==> config.mk <==
export PLATFORM = sky130hd
export DESIGN_NAME = led_bank_scheduler
export DESIGN_NICKNAME = d
export VERILOG_FILES = /design/src/rtl/led_bank_scheduler.sv
export SDC_FILE = /design/constraint.sdc
export NUM_CORES = 1
export LEC_CHECK = 0
export CORE_MARGIN = 2
export CORE_UTILIZATION = 50
export DETAILED_ROUTE_END_ITERATION = 10
export PLACE_DENSITY = 0.81
export SYNTH_ARGS = -nofsm -noshare
export SYNTH_HDL_FRONTEND = slang
export SYNTH_SLANG_ARGS = --single-unit
==> constraint.sdc <==
create_clock -name clk_in -period 2.29 [get_ports clk_in]
set_clock_uncertainty 0.2 [all_clocks]
set_input_delay 0.458 -clock clk_in [delete_from_list [all_inputs] [get_ports clk_in]]
set_output_delay 0.458 -clock clk_in [all_outputs]
set_load 0.03 [all_outputs]
==> src/rtl/led_bank_scheduler.sv <==
// -----------------------------------------------------------------------------
// led_bank_scheduler
//
// Time-shares a 4-LED bank between NREQ requesters. A round-robin arbiter
// picks one pending requester, latches its 4-bit pattern and holds it on the
// LEDs for HOLD_TICKS prescaler ticks (DIVISOR clk_in cycles per tick). Then
// it returns to IDLE for at least one cycle before the next grant.
//
// Optional feature: define LED_SCHED_BLINK_EN to blink the granted pattern.
// The LEDs show the pattern and IDLE_PATTERN alternately, one tick each. The
// pattern phase comes first. busy and all timing stay the same.
//
// Ports:
//   clk_in   in   1         fabric clock, all state on its rising edge
//   rst      in   1         asynchronous, active-high reset
//   req      in   NREQ      level-sensitive request per requester
//   pattern  in   4*NREQ    pattern of requester i at bits [4i+3:4i]
//   ack      out  NREQ      one-cycle pulse to the granted requester
//   busy     out  1         high while a granted pattern is displayed
//   owner    out  log2 NREQ index of the current grantee, valid while busy
//   leds     out  4         registered LED drive
// -----------------------------------------------------------------------------
module led_bank_scheduler #(
    parameter int         NREQ         = 4,
    parameter int         DIVISOR      = 100000000,
    parameter int         HOLD_TICKS   = 3,
    parameter logic [3:0] IDLE_PATTERN = 4'b0000
) (
    input  logic                      clk_in,
    input  logic                      rst,
    input  logic [NREQ-1:0]           req,
    input  logic [4*NREQ-1:0]         pattern,
    output logic [NREQ-1:0]           ack,
    output logic                      busy,
    output logic [$clog2(NREQ)-1:0]   owner,
    output logic [3:0]                leds
);

    localparam int             OW        = $clog2(NREQ);
    localparam int             PW        = $clog2(DIVISOR);
    localparam logic [PW-1:0]  PS_LAST   = PW'(DIVISOR - 1);
    localparam logic [7:0]     TICK_LAST = 8'(HOLD_TICKS - 1);
    localparam logic [OW-1:0]  IDX_LAST  = OW'(NREQ - 1);

    typedef enum logic {
        IDLE = 1'b0,
        SHOW = 1'b1
    } state_t;

    state_t          state_q;
    state_t          state_d;

    logic [OW-1:0]   rr_ptr;
    logic [3:0]      latched;
    logic [PW-1:0]   prescaler;
    logic [7:0]      tick_cnt;

    logic [OW-1:0]   winner;
    logic [3:0]      win_pattern;
    logic [OW-1:0]   scan_ix;
    int              scan_sum;

    logic            grant;
    logic            tick;
    logic            last_tick;
    logic [3:0]      shown;

    logic [NREQ-1:0] ack_d;
    logic            busy_d;
    logic [3:0]      leds_d;

`ifdef LED_SCHED_BLINK_EN
    logic            phase;
    logic            phase_d;
`endif

    // ------------------------------------------------------------------
    // Round-robin winner. The scan runs from the highest offset down to the
    // lowest, so the last hit is the first set bit at or above rr_ptr,
    // with wrap.
    // ------------------------------------------------------------------
    always_comb begin
        // NOTE: every variable gets a default first, so no path through the
        // block leaves it unassigned. That keeps it combinational rather
        // than an inferred latch.
        winner      = '0;
        scan_ix     = '0;
        scan_sum    = 0;
        win_pattern = IDLE_PATTERN;
        for (int k = NREQ - 1; k >= 0; k--) begin
            scan_sum = int'(rr_ptr) + k;
            if (scan_sum >= NREQ) begin
                scan_sum = scan_sum - NREQ;
            end
            scan_ix = OW'(scan_sum);
            if (req[scan_ix]) begin
                winner = scan_ix;
            end
        end
        for (int i = 0; i < NREQ; i++) begin
            if (winner == OW'(i)) begin
                win_pattern = pattern[4*i +: 4];
            end
        end
    end

    assign grant     = (state_q == IDLE) && (|req);
    assign tick      = (prescaler == PS_LAST);
    assign last_tick = tick && (tick_cnt == TICK_LAST);

    // ------------------------------------------------------------------
    // State register
    // ------------------------------------------------------------------
    // NOTE: sequential state uses non-blocking assignments only. All
    // registers then update together at the edge, whatever order the
    // processes are evaluated in.
    always_ff @(posedge clk_in or posedge rst) begin
        if (rst) begin
            state_q <= IDLE;
        end else begin
            state_q <= state_d;
        end
    end

    // ------------------------------------------------------------------
    // Next-state logic
    // ------------------------------------------------------------------
    always_comb begin
        state_d = state_q;
        unique case (state_q)
            IDLE: if (|req)     state_d = SHOW;
            SHOW: if (last_tick) state_d = IDLE;
            default:             state_d = IDLE;
        endcase
    end

    // ------------------------------------------------------------------
    // Output logic. These are the next values of the registered outputs,
    // so the outputs change on the same edge as the state.
    // ------------------------------------------------------------------
    always_comb begin
        ack_d  = grant ? (NREQ'(1) << winner) : '0;
        busy_d = (state_d == SHOW);
        shown  = grant ? win_pattern : latched;
`ifdef LED_SCHED_BLINK_EN
        phase_d = phase;
        if (grant) begin
            phase_d = 1'b1;
        end else if ((state_q == SHOW) && tick) begin
            phase_d = ~phase;
        end
        leds_d = ((state_d == SHOW) && phase_d) ? shown : IDLE_PATTERN;
`else
        leds_d = (state_d == SHOW) ? shown : IDLE_PATTERN;
`endif
    end

    // ------------------------------------------------------------------
    // Datapath and output registers. Reset clears everything, so nothing
    // latched before a mid-SHOW reset survives it.
    // ------------------------------------------------------------------
    always_ff @(posedge clk_in or posedge rst) begin
        if (rst) begin
            ack       <= '0;
            busy      <= 1'b0;
            owner     <= '0;
            leds      <= IDLE_PATTERN;
            rr_ptr    <= '0;
            latched   <= '0;
            prescaler <= '0;
            tick_cnt  <= '0;
`ifdef LED_SCHED_BLINK_EN
            phase     <= 1'b0;
`endif
        end else begin
            ack  <= ack_d;
            busy <= busy_d;
            leds <= leds_d;
`ifdef LED_SCHED_BLINK_EN
            phase <= phase_d;
`endif
            if (grant) begin
                owner     <= winner;
                latched   <= win_pattern;
                rr_ptr    <= (winner == IDX_LAST) ? '0 : winner + OW'(1);
                prescaler <= '0;
                tick_cnt  <= '0;
            end else if (state_q == SHOW) begin
                if (tick) begin
                    prescaler <= '0;
                    tick_cnt  <= tick_cnt + 8'd1;
                end else begin
                    prescaler <= prescaler + PW'(1);
                end
            end
        end
    end

endmodule
# After elaboration in Yosys (flattened, before gate mapping)
# Index checks and enable logic that the tools add are counted.
[op_classes] bitwise_logic=1 eq_ne=5 shifts=1 addsub=10 order_cmp=8 div_mod_pow=0 n_reduce_logical=7 n_mul=0 mux=33
[op_table] op="two-way mux 27 bit" count=3
[op_table] op="two-way mux 4 bit" count=7
[op_table] op="adder 27 x 1 -> 27 bit (second input constant)" count=1
[op_table] op="== test 27 bit (second input constant)" count=1
[op_table] op="two-way mux 8 bit" count=3
[op_table] op="two-way mux 2 bit" count=9
[op_table] op="< comparator 2 x 3 -> 1 bit (second input constant)" count=4
[op_table] op=">= comparator 3 bit (second input constant)" count=3
[op_table] op="adder 8 x 1 -> 8 bit (second input constant)" count=1
[op_table] op="binary-select mux 1 bit (select 2 bit)" count=4
[op_table] op="== test 8 x 2 -> 1 bit (second input constant)" count=1
[op_table] op="subtractor 2 x 1 -> 2 bit (second input constant)" count=4
[op_table] op="adder 2 x 2 -> 3 bit (second input constant)" count=2
[op_table] op="two-way mux 1 bit" count=6
[op_table] op="== test 2 bit (second input constant)" count=2
[op_table] op="nonzero test 2 bit" count=2
[op_table] op="OR reduction 4 bit" count=1
[op_table] op="<< shifter 1 x 2 -> 4 bit (first input constant)" count=1
[op_table] op="adder 2 x 1 -> 3 bit (second input constant)" count=1
[op_table] op=">= comparator 2 x 3 -> 1 bit (second input constant)" count=1
[op_table] op="adder 2 x 1 -> 2 bit (second input constant)" count=1
[op_table] op="== test 2 x 1 -> 1 bit (second input constant)" count=1
[op_table] op="logical AND 1 bit" count=2
[op_table] op="logical NOT 2 bit" count=1
[op_table] op="other kinds (3)" count=3
[word_totals] ramBits=0 mem_count=0 elab_cells=73 latchBits=0 inputBits=22 ff_bits=52 output_inout_bits=11 romBits=0

# Longest topological paths before layout
[logic_depth] word_depth=16 depth_mapped=11 ltp_nobuf=11

# Worst setup path before layout
# OpenSTA, ideal clock, no wires.
[synth_timing] kind="input to register" startpoint="in req[0]" endpoint="reg leds[0]" setup_ps=137 t_required_ps=1953 stages=11 n_path_buf=0 path_slack_ps=-188 arrival_time_ps=2140 cell_sequence="nor2b_1 -> a21oi_1 -> nor2_1 -> a211oi_1 -> inv_1 -> ha_1 -> nor2b_1 -> a221oi_1 -> a211o_1 -> a2bb2oi_1 -> nor2b_1"
[synth_via] elab_chain_cells=13 word_cells_on_any_way=26 classes_between="3 x eq/ne; 20 x mux; 3 x reduce/logical"
[synth_rtl] element="start, declared" line="31" source="input logic [NREQ-1:0] req,"
[synth_rtl] element="binary-select mux 1 bit (select 2 bit)" line="96" source="if (req[scan_ix]) begin"
[synth_rtl] element="two-way mux 1 bit (implied by the code)" line="96"
[synth_rtl] element="two-way mux 2 bit (3 in a row)" line="96"
[synth_rtl] element="two-way mux 2 bit (*)" line="96"
[synth_rtl] element="via winner[0]" line="58" source="logic [OW-1:0] winner;"
[synth_rtl] element="logical NOT 2 bit" line="101" source="if (winner == OW'(i)) begin"
[synth_rtl] element="two-way mux 4 bit (3 in a row)" line="101"
[synth_rtl] element="two-way mux 4 bit (*)" line="101"
[synth_rtl] element="two-way mux 4 bit (*)"
[synth_rtl] element="via shown[0]" line="66" source="logic [3:0] shown;"
[synth_rtl] element="two-way mux 4 bit (*)" line="154" source="leds_d = (state_d == SHOW) ? shown : IDLE_PATTERN;"
[synth_rtl] element="via leds_d[0]" line="70" source="logic [3:0] leds_d;"
[synth_rtl] element="end signal, assigned" line="178" source="leds <= leds_d;"
[synth_rtl] element="end, declared" line="36" source="output logic [3:0] leds"
# The timed path passes the listed nets; every way through them passes the cells marked *. The select of a mux whose other input is x is not followed.
# A chain may end at the register's enable or synchronous reset.

# Worst setup path in the final report
[layout_timing] startpoint="reg rr_ptr[0]" endpoint="reg leds[0]"
[layout_via] elab_chain_cells=16 word_cells_on_any_way=37 classes_between="7 x add/sub; 4 x order compare; 3 x eq/ne; 22 x mux; 1 x reduce/logical"
[layout_rtl] element="start, declared" line="53" source="logic [OW-1:0] rr_ptr;"
[layout_rtl] element="start signal, assigned" line="185" source="rr_ptr <= (winner == IDX_LAST) ? '0 : winner + OW'(1);"
[layout_rtl] element="adder 2 x 2 -> 3 bit" line="91" source="scan_sum = int'(rr_ptr) + k;"
[layout_rtl] element=">= comparator 3 bit or subtractor 2 x 1 -> 2 bit (tied branches)" line="92, 93"
[layout_rtl] element="two-way mux 2 bit" line="92" source="if (scan_sum >= NREQ) begin"
[layout_rtl] element="binary-select mux 1 bit (select 2 bit)" line="96"
[layout_rtl] element="two-way mux 1 bit (implied by the code)" line="96"
[layout_rtl] element="two-way mux 2 bit (3 in a row)" line="96"
[layout_rtl] element="two-way mux 2 bit (*)" line="96"
[layout_rtl] element="via winner[0]" line="58"
[layout_rtl] element="logical NOT 2 bit" line="101"
[layout_rtl] element="two-way mux 4 bit (3 in a row)" line="101"
[layout_rtl] element="two-way mux 4 bit (*)" line="101"
[layout_rtl] element="two-way mux 4 bit (*)"
[layout_rtl] element="via shown[0]" line="66"
[layout_rtl] element="two-way mux 4 bit (*)" line="154"
[layout_rtl] element="via leds_d[0]" line="70"
# Marks and branches as above.

==> flow_summary.toml <==
[place]
place.gp.congestion = 0.8162
port-buffer-count = 32
pre_cts_ws_ns = -0.6505
place_hpwl_um = 5030

[yosys]
post_synth.cell_area_avg_um2 = 9.102
synthDistinctLibCells = 42
synth-warning-count = 0
synth_cells = 306
synth-edff-count = 0
synthArstFlopShare_pct = 100.0
synth_seq_cells = 52
synth_nets = 335
syn_area_mm2 = 0.002785
yosys_most_used_dff = "dfrtp_1"
ys_seq_area_share_pct = 46.72

[routing]
first_pass_iters = 4
vias = 2914
drc = 0
vias_per_cell = 6.174
wire_per_inst_um = 17.88
drtAntennaViolNets = 0
first_iter_violations = 222
wl_um = 8441

[setup_path]
crit_path_end_kind = "flop"
crit_type = "reg -> reg"
start_kind = "flop"
worstPathRequired_ns = 2.33
path_max_fanout = 4
cpPeakStageDelay_ns = 0.45
critical_path.slowest_cell = "dfrtp_2"
cp_data_arrival_time_ns = 2.49
crit_chain = "nor2b_2, a21oi_1, nor2_1, a211oi_2, buf_4, ha_4, buf_6, nor2b_4, a221oi_2, a211o_1, a2bb2oi_2, nor2b_1"

[run]
maxCapViolCount = 0

[global_route]
antenna_found_initial = 0
grt_pass1_vias = 2794
met2_usage_pct = 46.58
overflow = 0
grt_max_degree = 53
use_met3_pct = 4.253
grtUsageMet1_pct = 33.51
grt_pass1_wl_um = 13190
grt.total_usage_pct = 27.02
top_usage_layer = "met2"

[cells_and_area]
fin_nets = 430
final_common_cell = "buf_4"
drive_gt1_share_pct = 27.00
layout_common_cells = "64 x buf_4, 51 x dfrtp_1, 33 x nand2_1, 27 x clkdlybuf4s50_1, 20 x o21ai_0"
diodes = 0
area_growth_pct = 42.00

[timing]
rsz0062_at_grt = "yes"
slew-limit-headroom_pct = 67.35
hold_viol = 0
min_period_over_period_pct = 106.9
setup_viol = 9
min_period_ns = 2.447
max_freq_ghz = 0.4087
tightestPinTransition_ns = 0.4853
slew_violations = 0
setup_ws_ns = -0.1571

[cts]
cts_buffers = 5
clk_pin_slew_ns = 0.10
clk_latency_ns = 0.31
cts-htree-levels = 2
clk_path_buf_depth = 2
cts_sinks = 52
root_buffer = "clkbuf_8"
cts_tree = "yes"

[die]
die_w_um = 78.64
rows = 27
die_h_um = 78.64
core_mm2 = 0.005439
initial_core_util_pct = 51.21
dieArea_mm2 = 0.006183
num_io_pins = 33

[power]
power.share.clock_pct = 23.3
seq_power_share_pct = 43.1
ir_drop_uv = 508.4
p_sw_uw = 838.4
total_power_mw = 2.636
p_leak_nw = 1.807
p_comb_share_pct = 33.6
swShare_pct = 31.81
power_density_mw_per_mm2 = 666.4
p_int_mw = 1.797

[run_status]
violations = "negative setup slack"
status = "finished, violations left"

[hold_path]
min_path_type = "in -> async"
-- cell type report --
type / instances / area (um2)
sequential: 52 / 1303
timing repair buffer: 100 / 865.8
multi-input combinational: 225 / 1534
clock inverter: 1 / 30.03
clock buffer: 5 / 68.82
inverter: 17 / 63.81
fill: 348 / 1484
tap: 72 / 90.09
-- sequential cells by signal, indices dropped and copies added, names as in the netlist --
name and flops:
latched 4, prescaler 27, owner 2, busy 1
rr_ptr 2, tick_cnt 8, leds 4, ack 4
-- power by group through the flow --
stage	logic [mW]	clock network (mW)	registers, mW
finish	0.885	0.615	1.14
global route	0.937	0.659	1.14
CTS	0.752	0.620	1.13
detailed placement	0.649	0	1.14
global placement	0.618	0	1.13
floorplan	0.279	0	1.21
-- cell usage after synthesis (3+ instances only) --
library cell / instances / area share (%)
dfrtp_1: 52 / 47
nand2_1: 33 / 4.4
a21oi_1: 21 / 3.8
o21ai_0: 20 / 3.6
nand3_1: 19 / 3.4
inv_1: 17 / 2.3
a31oi_1: 15 / 3.4
nor2_1: 12 / 1.6
clkbuf_1: 11 / 1.5
nand4_1: 11 / 2.5
and2_1: 7 / 1.6
ha_1: 7 / 3.1
and3_1: 6 / 1.3
nor2b_1: 6 / 1.3
or3_1: 6 / 1.3
a41oi_1: 5 / 1.6
nor3_1: 5 / 0.90
a211o_1: 4 / 1.3
a2bb2oi_1: 4 / 1.3
nand2b_1: 4 / 0.90
a221oi_1: 3 / 0.94
mux2i_1: 3 / 1.1
nor4_1: 3 / 0.67
nor4b_1: 3 / 0.94
o22ai_1: 3 / 0.67
-- metrics by stage --
stage	utilization, %	instance area (um2)	hold WS [ns]	setup TNS [ns]	instances
after floorplan	-	2814	0.2424	-0.002745	306
after global placement	66.23	3602	0.2822	-4.894	449
after detailed placement	66.23	3602	0.2854	-6.885	449
after CTS	70.88	3855	0.2977	-0.0004783	464
after global routing	72.72	3955	0.3092	-1.246	472
final	72.72	3955	0.2992	-0.8525	472
-- cell families after synthesis --
| logic type | Yosys count | share of synthesized area, % |
|---|---|---|
| fa+ha+maj | 7 | 3.145 |
| xor+xnor | 4 | 1.258 |
| flops | 52 | 46.72 |
| compound gates | 86 | 19.50 |
| simple gates | 125 | 24.39 |
| mux | 3 | 1.078 |
| buf+inv | 29 | 3.908 |
-- repair_timing --
item                       4_1_cts  5_1_grt
gates resized for setup         27        8
hold buffers                     0        0
cloned                           0        0
pin swaps                       13       12
setup endpoints to repair       11       11
setup buffers                    9        8
-- routing by layer --
| metal | wire length [um] | share of wire [%] |
|---|---|---|
| met3 | 586 | 6.9 |
| met4 | 270 | 3.2 |
| met2 | 4295 | 51 |
| met5 | 0 | 0 |
| met1 | 3288 | 39 |
-- worst paths after layout --
kind	start	slack, ns	depth (start not counted)	endpoint
hold / removal	rst	0.30	3	prescaler[26]
hold reg to reg	prescaler[26]	0.30	1	prescaler[26]
setup / recovery	rr_ptr[0]	-0.16	12	leds[0]
max in group asynchronous	rst	1.34	3	rr_ptr[0]
min in group clk_in	prescaler[26]	0.30	1	prescaler[26]
setup reg to reg	rr_ptr[0]	-0.16	12	leds[0]
-- worst max-delay path: cells and delay by family, from the launching register on --
| family | cells | cell delay, ns |
|---|---|---|
| AOI/OAI and AO/OA | 5 | 0.68 |
| adders and majority gates | 1 | 0.17 |
| buffers and inverters | 2 | 0.29 |
| DFF | 1 | 0.45 |
| and+or+nand+nor | 4 | 0.61 |
(Power assumes the default switching activity.)
==> RTL edit 1 (same flow settings) <==
The parameter `DIVISOR` goes from 100000000 to 25000000.
--- a/src/rtl/led_bank_scheduler.sv
+++ b/src/rtl/led_bank_scheduler.sv
@@ -22,7 +22,7 @@
 // -----------------------------------------------------------------------------
 module led_bank_scheduler #(
     parameter int         NREQ         = 4,
-    parameter int         DIVISOR      = 100000000,
+    parameter int         DIVISOR      = 25000000,
     parameter int         HOLD_TICKS   = 3,
     parameter logic [3:0] IDLE_PATTERN = 4'b0000
 ) (
Function: same outputs for any inputs over 10 cycles, from zero or initial values and one cycle with rst high; that may be too few to reach the edited logic, so the function may still have changed.
==> RTL edit 1 against the unedited design <==
- final area shrank 11%
- routed wire length shrank 22%
- total power shrank 14%
- worst setup slack gained 0.19 ns
- via count shrank 13%
- synthesized area shrank 2.4%
- worst hold slack lost 0.0065 ns
- sequential cell count shrank 2
==> RTL edit 1: results (changes against the unedited design) <==
Worst setup path
  • Slowest stage cell, crit path: sky130_fd_sc_hd__dfrtp_1
  • Arrival time at the worst endpoint: 2.30 ns (-0.19 ns)
  • Slowest cell delay on critical path: 0.41 ns (-0.04 ns)

Global route
  • Number of global-route vias before repair: 2,476 (-11%)
  • Gr usage total: 23.0% (-4.0 points)
  • First-pass GRT wire length: 11.1 mm (-16%)
  • Maximum number of pins on one net before global-route repair: 51 (-3.8%)

Final layout
  • Buffers, non-clock: 67 (-33%)
  • Number of combinational gates with multiple inputs: 219 (-2.7%)
  • Number of sequential cells: 50 (-3.8%)
  • Area added between synthesis and finish: 28.9%
  • Multi-input gate share of total cell area: 40.4% (+1.6 points)
  • Net count, final: 388 (-9.8%)
  • Final standard cell count with taps included and fillers excluded: 430 (-8.9%)
  • Clock buf count: 6 (+1)
  • Filler cells: 391 (+12%)
  • Non-clock buffer share of cell area: 16.9% (-5.0 points)

Synthesis
  • Post-synthesis compound-gate area fraction: 21.5% (+2.0 points)
  • Nets in the synthesized netlist: 327 (-2.4%)
  • Fraction of the mapped netlist area in adder cells: 3.22% (+0.078 points)
  • Share of the yosys chip area belonging to registers: 46.0% (-0.68 points)
  • Multiplexer area fraction after synthesis: 0.368% (-0.71 points)
  • Cell types with the largest area share after synthesis: sky130_fd_sc_hd__dfrtp_1 (46%), sky130_fd_sc_hd__nand2_1 (4.7%), sky130_fd_sc_hd__a31oi_1 (4.6%)
  • Number of instances in the synthesized netlist: 298 (-2.6%)
  • Commonest cells post-synth: sky130_fd_sc_hd__dfrtp_1 (50), sky130_fd_sc_hd__nand2_1 (34), sky130_fd_sc_hd__a21oi_1 (22)

Route
  • DRT iter0 DRCs: 172 (-23%)
  • Via density: 5.88 (-4.8%)
  • Total length of routed wires: 6.55 mm (-22%)

Status
  • Status: complete, no violations

Placement
  • Worst setup timing slack at the placement stage: -0.586 ns (+0.0647 ns)
  • Post-detail-place hpwl: 4.51 mm (-10%)
  • Placed Cells incl. Taps: 417 (-7.1%)
  • Placement Cell Area: 3310 um2 (-8.0%)
  • Global placer's final weighted congestion: 0.843 (+3.2%)

Floorplan
  • Horizontal extent of the die: 77.7 um (-1.2%)

CTS
  • Total of cells resized after clock tree synthesis: 14 (-48%)
  • Setup Fix Bufs, Post-CTS: 2 (-7)

Power
  • Total Power: 2260 uW (-14%)

Timing
  • Fin crit period: 2.26 ns (-0.191 ns)
  • Tightest slew margin relative to the limit: 68.2% (+0.85 points)
[RTL edit 1: cell count changes in the layout (fill, tap and decap cells not counted), moves of 5 or more]
cell / delta
sky130_fd_sc_hd__buf_4: -31
sky130_fd_sc_hd__or3_1: -5
sky130_fd_sc_hd__nand4_1: -6
sky130_fd_sc_hd__a31oi_1: +5
sky130_fd_sc_hd__o21ai_0: -5
[RTL edit 1: metal layers]
metal	global-route usage, %	part of all wire [%]	vias up
li1	-	-	1222
met1	28.9	44	1225
met2	39.1	50	65
met3	4.19	4.1	16
met4	9.11	2.0	0
met5	0	0	-
[RTL edit 1: worst min path at each step]
stage | start | slack (ns) | to
6_report | prescaler[24] | 0.29 | prescaler[24]
5_1_grt | prescaler[24] | 0.32 | prescaler[24]
4_1_cts | prescaler[24] | 0.29 | prescaler[24]
3_5_place_dp | prescaler[24] | 0.28 | prescaler[24]
3_3_place_gp | prescaler[24] | 0.28 | prescaler[24]
2_1_floorplan | prescaler[24] | 0.24 | prescaler[24]
==> RTL edit 2 (config.mk and constraints unchanged) <==
Without the edit above. Compare `tick_cnt` against `TICK_LAST` with >= in place of ==.
--- a/src/rtl/led_bank_scheduler.sv
+++ b/src/rtl/led_bank_scheduler.sv
@@ -106,7 +106,7 @@
 
     assign grant     = (state_q == IDLE) && (|req);
     assign tick      = (prescaler == PS_LAST);
-    assign last_tick = tick && (tick_cnt == TICK_LAST);
+    assign last_tick = tick && (tick_cnt >= TICK_LAST);
 
     // ------------------------------------------------------------------
     // State register
Behaviour: no difference found for any inputs over 10 cycles, from zero or initial values and one cycle with rst high; that may be too few to reach the edited logic, so the function may still have changed.
==> RTL edit 2 against the unedited design <==
- the flow still finishes with violations (negative setup slack)
- routed wire length down 0.39%
- worst setup slack got worse by 0.23 ns
- sequential cell count stayed put
- final area rose by 5.1%
- total power shrank 5.8%
- sequential power down 4%
- critical path type unchanged
- synthesized area up 1.5%
- sequential share of layout area down 1.6 points
- largest power group unchanged
==> RTL edit 2: results (changes against the unedited design) <==
Route
  • Total length of routed wires: 8.41 mm (-0.39%)
  • Vias after detailed routing: 2,940 (+0.89%)
  • DRT iter0 DRCs: 176 (-21%)

Placement
  • Global placer's final weighted congestion: 0.881 (+8.0%)
  • Post-detail-place hpwl: 5.17 mm (+2.8%)

Power
  • P_leak: 0.00188 uW (+3.8%)
  • Max rail drop VDD: 0.000486 V (-4.5%)

Status
  • Violations in the final reports: negative setup slack
  • Status: finished, violations left

CTS
  • CTS root buf: sky130_fd_sc_hd__clkbuf_8
  • Maximum buffer depth of the clock tree: 2 (unchanged)

Worst setup path
  • Max FO, Critical Path: 5 (+1)

Final layout
  • Largest registers: prescaler x27, tick_cnt x8
  • Filler cells: 379 (+8.9%)
  • Layout cell share with drive strength beyond 1: 27.0% (-0.050 points)

Synthesis
  • Nets in the synthesized netlist: 350 (+4.5%)
  • Share of the yosys chip area belonging to registers: 46.0% (-0.68 points)
  • Cell types with the largest area share after synthesis: sky130_fd_sc_hd__dfrtp_1 (46%), sky130_fd_sc_hd__nand2_1 (4.8%), sky130_fd_sc_hd__nand3_1 (4.8%)
  • Commonest cells post-synth: sky130_fd_sc_hd__dfrtp_1 (52), sky130_fd_sc_hd__nand2_1 (36), sky130_fd_sc_hd__nand3_1 (27)

Global route
  • Met1 Track Usage GR: 32.7% (-0.84 points)
  • Routing usage on met2: 45.9% (-0.65 points)
  • GRT met3 Usage: 3.98% (-0.28 points)
  • Gr usage total: 26.2% (-0.85 points)
  • Number of global-route vias before repair: 2,816 (+0.79%)
  • First-pass GRT wire length: 12.9 mm (-2.2%)

Timing
  • Setup total negative slack: -5.61 ns (-4.76 ns)
  • Worst hold slack: 0.289 ns (-0.0101 ns)
  • Post-layout worst setup margin: -0.388 ns (-0.231 ns)
  • Total setup violations reported at the end of the flow: 34 (+25)
  • Tightest slew margin relative to the limit: 43.0% (-24 points)

Worst hold path
  • Hold Path Class: reg2reg
## RTL edit 2: power by group
group          internal (uW)  leakage, uW  switching [uW]
Clock                    324    0.0000541             313
Sequential              1040     0.000678            66.9
Combinational            359      0.00114             385
Total                   1720      0.00188             765
## RTL edit 2: layout make-up
class	count	area share, %
clock buffer	5	1.66
clock inverter	3	1.02
inverter	21	1.96
multi-input combinational	238	38.8
sequential	52	31.3
tap	72	2.17
timing repair buffer	104	23.1
## RTL edit 2: critical path, stage by stage (launching register included)
cell and delay (ns):
sky130_fd_sc_hd__dfrtp_1 0.40, sky130_fd_sc_hd__or4_4 0.54, sky130_fd_sc_hd__or4_4 0.51, sky130_fd_sc_hd__buf_4 0.17, sky130_fd_sc_hd__o31ai_4 0.26, sky130_fd_sc_hd__buf_4 0.17
sky130_fd_sc_hd__buf_6 0.11, sky130_fd_sc_hd__or3_1 0.11, sky130_fd_sc_hd__nand3_1 0.09
## RTL edit 2: cell families after synthesis
logic type               synth area share [%]
buffers and inverters                    4.25
flip-flops                               46.0
multiplexers                            0.708
XOR/XNOR                                 2.17
adder cells (fa/ha/maj)                  3.10
AND/OR/NAND/NOR                          25.9
AO/OA/AOI/OAI                            17.8
## RTL edit 2: timing repair
action	4_1_cts	5_1_grt
buffers inserted	6	7
pin swaps	12	10
endpoints found under the setup margin	29	39
cloned	2	4
gates resized for setup	27	32
hold buffers	0	0
## RTL edit 2: through the flow
step / instances / area (um2) / setup slack (ns) / total power [uW] / utilization [%]
5_1_grt: 495 / 4160 / -0.435 / 2600 / 75.9
3_3_place_gp: 468 / 3650 / -0.543 / 1730 / 66.6
4_1_cts: 484 / 3920 / -0.352 / 2450 / 71.5
6_report: 495 / 4160 / -0.388 / 2480 / 75.9
3_5_place_dp: 468 / 3650 / -0.654 / 1760 / 66.6
2_1_floorplan: 321 / 2850 / -0.261 / 1450 / -
## RTL edit 2: metal layers
metal | part of all wire [%] | routed length [um]
met1 | 40 | 3390
met2 | 51 | 4290
met3 | 4.9 | 414
met4 | 3.7 | 307
met5 | 0 | 0
## RTL edit 2: worst paths after layout
| check | from | end | depth (start not counted) |
|---|---|---|---|
| min in group asynchronous | rst | ack[2] | 3 |
| setup reg to reg | prescaler[19] | prescaler[26] | 8 |
| max in group asynchronous | rst | prescaler[23] | 3 |
| setup / recovery | prescaler[19] | prescaler[26] | 8 |
| hold reg to reg | owner[1] | owner[1] | 2 |
| hold / removal | owner[1] | owner[1] | 2 |
